File: src/rtl/clint.sv
// clint: core-local interruptor with msip/mtimecmp/mtime registers and a two-state request/ack handshake.
module clint #(
  parameter logic [63:0] BASE     = 64'h0000_0000_0200_0000,
  parameter int          PRESCALE = 1
) (
  input  logic        clk,
  input  logic        reset,
  input  logic        req_valid,
  input  logic [63:0] req_addr,
  input  logic        req_write,
  input  logic [7:0]  req_strobe,
  input  logic [63:0] req_data,
  output logic        resp_ok,
  output logic [63:0] resp_data,
  input  logic        ext_irq,
  output logic        trint,
  output logic        swint,
  output logic        exint
);
  localparam int PW = PRESCALE > 1 ? $clog2(PRESCALE) : 1;
  typedef enum logic {IDLE, RESP} state_t;
  state_t      r_state, w_next;
  logic [PW-1:0] r_pre;
  logic [63:0] r_mtime, r_mtimecmp, r_rdata;
  logic        r_msip, r_trint, r_swint, r_exint;
  logic        w_acc, w_sel_msip, w_sel_cmp, w_sel_time, w_wrap;
  logic [63:0] w_mask, w_rd, w_time_wr, w_cmp_wr;
  always_comb begin
    w_acc      = r_state == IDLE && req_valid;
    w_next     = w_acc ? RESP : IDLE;
    w_sel_msip = req_addr == BASE;
    w_sel_cmp  = req_addr == BASE + 64'h4000;
    w_sel_time = req_addr == BASE + 64'hBFF8;
    w_rd       = w_sel_msip ? {63'b0, r_msip} : w_sel_cmp ? r_mtimecmp : w_sel_time ? r_mtime : 64'b0;
    for (int i = 0; i < 8; i++) w_mask[8*i+:8] = {8{req_strobe[i]}};
    w_time_wr  = (r_mtime & ~w_mask) | (req_data & w_mask);
    w_cmp_wr   = (r_mtimecmp & ~w_mask) | (req_data & w_mask);
    w_wrap     = r_pre == PW'(PRESCALE - 1);
  end
  always_ff @(posedge clk) begin
    if (reset) begin
      r_state    <= IDLE;
      r_pre      <= '0;
      r_mtime    <= '0;
      r_mtimecmp <= '1;
      r_msip     <= 1'b0;
      r_rdata    <= '0;
      r_trint    <= 1'b0;
      r_swint    <= 1'b0;
      r_exint    <= 1'b0;
    end else begin
      r_state <= w_next;
      if (w_acc) r_rdata <= w_rd;
      // an mtime write wins over the tick and restarts the prescaler
      if (w_acc && req_write && w_sel_time) begin
        r_mtime <= w_time_wr;
        r_pre   <= '0;
      end else begin
        r_mtime <= w_wrap ? r_mtime + 64'd1 : r_mtime;
        r_pre   <= w_wrap ? '0 : r_pre + 1'b1;
      end
      if (w_acc && req_write && w_sel_cmp) r_mtimecmp <= w_cmp_wr;
      if (w_acc && req_write && w_sel_msip && req_strobe[0]) r_msip <= req_data[0];
      r_trint <= r_mtime >= r_mtimecmp;
      r_swint <= r_msip;
      r_exint <= ext_irq;
    end
  end
  assign resp_ok   = r_state == RESP;
  assign resp_data = resp_ok ? r_rdata : 64'b0;
  assign trint     = r_trint;
  assign swint     = r_swint;
  assign exint     = r_exint;
endmodule
File: config.mk
export PLATFORM = sky130hd
export DESIGN_NAME = clint
export DESIGN_NICKNAME = d
export VERILOG_FILES = /design/src/rtl/clint.sv
export SDC_FILE = /design/constraint.sdc
export NUM_CORES = 1
export LEC_CHECK = 0
export CAP_MARGIN = 40
export CORE_MARGIN = 1.5
export CORE_UTILIZATION = 40
export CTS_BUF_LIST = sky130_fd_sc_hd__clkbuf_4 sky130_fd_sc_hd__clkbuf_8 sky130_fd_sc_hd__clkbuf_16
export CTS_CLUSTER_DIAMETER = 80
export CTS_CLUSTER_SIZE = 28
export DETAILED_ROUTE_END_ITERATION = 8
export GPL_ROUTABILITY_DRIVEN = 1
export PLACE_DENSITY = 0.64
export RECOVER_POWER = 100
export SETUP_SLACK_MARGIN = 0.1
export SLEW_MARGIN = 20
export SYNTH_ARGS = -nofsm -noshare
export SYNTH_HDL_FRONTEND = slang
export SYNTH_SLANG_ARGS = --single-unit
File: constraint.sdc
create_clock -name clk -period 2.58 [get_ports clk]
set_clock_uncertainty 0.15 [all_clocks]
set_input_delay 0.645 -clock clk [delete_from_list [all_inputs] [get_ports clk]]
set_output_delay 0.645 -clock clk [all_outputs]
set_load 0.01 [all_outputs]
==> impl_results.md <==
- Critical path class: in -> reg
- IO Pins: 209
- Setup crit end kind: flop
- Die H: 175 um
- Yosys reg bits: between 150 and 200
- Placer congestion estimate: 0.873
- Hold Path Origin: r_rdata[15]
- Total of max-cap violations: 0
- Vias in the first global route: 12700
- Worst Path Required: 2.75 ns
- PwrDens: approximately 370 mW/mm2
- P_leak: 8.55 nW
- Failing checks: negative setup slack
- Post-route cell area: between 0.015 and 0.02 mm2
- Part of the power in the clock network: 0.411
- Most frequent cells in the layout: buf_4, dfxtp_1, nor2_1
- Max_slew headroom: 0.463
- Post-Route WL: roughly 44000 um
- Ant. Diodes: 0
- 1st-pass router iterations: 5
- Row count: 62
- Nets: around 2000
- Via count: 13000
- Syn_nets: approximately 1600
- Seq/Total Area, Yosys: 0.334
- CTS sink cnt: between 150 and 200
- Grt ovf: 0
- Reg2reg setup slack: around 0.020 ns
- CTS tree: yes
- Psw: 1.87 mW
- Global Route Usage Sum: 0.276
- Worst-path clk slew: around 0.080 ns
- Maximum VDD drop: ~420 uV
- First-pass GRT wire length: a little under 70000 um
- Post-route clock period utilization: 1.00
- FF-to-FF path depth: 9
- Slew at the pin closest to its max-slew limit: 0.805 ns
- TNS Setup: -0.000748 ns
- Ratio of cells with drive above 1 in the final layout: 0.293
- Slew Viols, Final: 0
- Unrepaired setup endpoints after global routing: yes
- Hold depth: 2
- Core Util, Final: 0.628
- DIE AREA: between 0.03 and 0.04 mm2
- EDFF count, synth: 0
- Hold Path Class: reg -> reg
- Num CTS Buffers: 17
- Power Internal: just under 5 mW
- Root Buffer: clkbuf_16
- Placed cell area: 0.0161 mm2
- Final setup viols: 1
- Clock Latency Late Sink: 0.45 ns
- Routed wire length per instance: 19.7 um
- Ys Warns: 0
- Hold-fix buffers, CTS: 0
- Mean Syn Cell Area: roughly 8 um2
- Startpoint class of the critical path: primary input
- Status: complete, but fails checks
- Pin count of the biggest net entering global routing: slightly below 70
- Max Freq: between 300 and 400 MHz
- Switching Share: 0.276
- Initial antenna violation count: 1
- Overall die width: approximately 180 um
- Async SR Flop Fraction: 0
- Hold endpoint: r_rdata[15]
- Combinational power share: 0.121
- Htree depth: 4
- CTS max path bufs: 2
- Seq pwr share: 0.469
- Area Growth Syn to Fin: 53.1%
- Final HPWL DP: 29600 um
- WP data arrival: 2.75 ns
- Post-route ant nets: 0
- Worst Path Max Fanout: 5
- Initial core utilization: 0.411
- DRC: 0
- Commonest non-fill, non-tap cell in the layout: buf_4
- Min setup slack post-route: -0.000748 ns
- Mapped cell area: 0.0119 mm2
- Netlist cell types: 81
- Via-to-Cell Ratio: 5.82
- Cells after Synth: between 1000 and 1500
- Core area: 0.0289 mm2
- Count of input and output buffers: approximately 210
- Tmin final: 2.58 ns
- Drt initial violations: ~1200
- Dominant synthesized flop cell: dfxtp_1
- Final hold viol count: 0
[power groups by stage]
stage / Combinational, mW / Clock [mW] / Sequential [mW]
after global placement: 0.783 / 0 / 3.24
final: 0.815 / 2.77 / 3.16
after detailed placement: 0.792 / 0 / 3.24
after floorplan: 0.335 / 0 / 3.23
after CTS: 0.811 / 2.79 / 3.17
after global routing: 0.881 / 2.91 / 3.17
[kinds of logic after synthesis]
| logic type | share of synthesized area |
|---|---|
| other cells | 0.000316 |
| fa+ha+maj | 0.0685 |
| compound gates | 0.219 |
| flops | 0.334 |
| buf+inv | 0.0826 |
| xor+xnor | 0.00664 |
| mux | 0.000843 |
| simple gates | 0.289 |
[critical path: stages]
cell,delay (ns)
buf_6,0.09
nor4_4,0.29
nand3_2,0.16
buf_6,0.14
or4_4,0.59
nor3_4,0.29
buf_4,0.17
buf_8,0.12
and3_4,0.20
nor4_4,0.04
[routing by layer]
metal,track usage,vias up,wire [um]
met5,0,-,0
met4,0.0887,0,1080
met3,0.0327,80,2790
met2,0.459,560,20800
met1,0.371,6253,19300
li1,-,6151,-
[worst max path at each step]
stage | start | endpoint | slack (ns) | cells past startpoint
CTS | flop | trint | -0.03 | 10
global route | req_addr[54] | flop | -0.07 | 10
global placement | req_addr[16] | flop | -0.79 | 9
finish | req_addr[54] | flop | -0.0007 | 10
floorplan | req_addr[33] | flop | -0.06 | 7
detailed placement | req_addr[16] | flop | -0.83 | 8
[cell type report]
| type | count | area (um2) |
|---|---|---|
| fillers | 2424 | 10800 |
| multi-input cells | 1005 | 8010 |
| repair buffers | 481 | 4590 |
| flip-flops and latches | 198 | 4000 |
| inverters | 140 | 526 |
| well taps | 384 | 480 |
| clock buffers | 17 | 425 |
| clock inverters | 15 | 163 |
[what timing repair did]
item / 4_1_cts / 5_1_grt
cloned: 6 / 5
setup buffers: 43 / 22
setup endpoints to repair: 258 / 187
pin swaps: 74 / 76
resized for setup: 368 / 102
[cell usage after synthesis (4+ instances only)]
| library cell | instances | area share |
|---|---|---|
| or4_1 | 9 | 0.0057 |
| ha_1 | 65 | 0.068 |
| nand3_1 | 56 | 0.024 |
| a21oi_1 | 32 | 0.013 |
| o311ai_1 | 5 | 0.0037 |
| a221oi_1 | 71 | 0.052 |
| and4_1 | 19 | 0.014 |
| nand2b_1 | 8 | 0.0042 |
| o31a_1 | 4 | 0.0029 |
| buf_1 | 10 | 0.0032 |
| and3_1 | 24 | 0.013 |
| a211oi_1 | 36 | 0.023 |
| buf_4 | 8 | 0.0051 |
| a32oi_1 | 4 | 0.0029 |
| a211o_1 | 63 | 0.046 |
| a31oi_1 | 7 | 0.0037 |
| buf_2 | 21 | 0.0088 |
| a21o_1 | 17 | 0.011 |
| dfxtp_1 | 198 | 0.33 |
| nor2b_1 | 5 | 0.0026 |
| clkbuf_1 | 60 | 0.019 |
| nand2_1 | 41 | 0.013 |
| nand4_2 | 10 | 0.011 |
| and2_1 | 77 | 0.041 |
| nand4_1 | 42 | 0.022 |
| inv_1 | 139 | 0.044 |
| o21ai_0 | 20 | 0.0084 |
| xnor2_1 | 7 | 0.0052 |
| nor4b_1 | 4 | 0.0029 |
| a2111oi_2 | 7 | 0.0088 |
| nor2_1 | 157 | 0.050 |
| nor4_2 | 8 | 0.0084 |
| nor3b_1 | 7 | 0.0044 |
| a311oi_1 | 15 | 0.011 |
| nor4_1 | 26 | 0.014 |
| nor3_1 | 93 | 0.039 |
[through the flow]
step / hold slack, ns / worst slack (ns) / std cells / total power, mW
after floorplan: 0.308 / -0.0600 / 1443 / 3.56
after global placement: 0.319 / -0.794 / 2137 / 4.02
after detailed placement: 0.326 / -0.827 / 2137 / 4.03
after CTS: 0.340 / -0.0339 / 2217 / 6.76
after global routing: 0.357 / -0.0734 / 2240 / 6.96
final: 0.337 / -0.000748 / 2240 / 6.75
(Power assumes the default switching activity.)
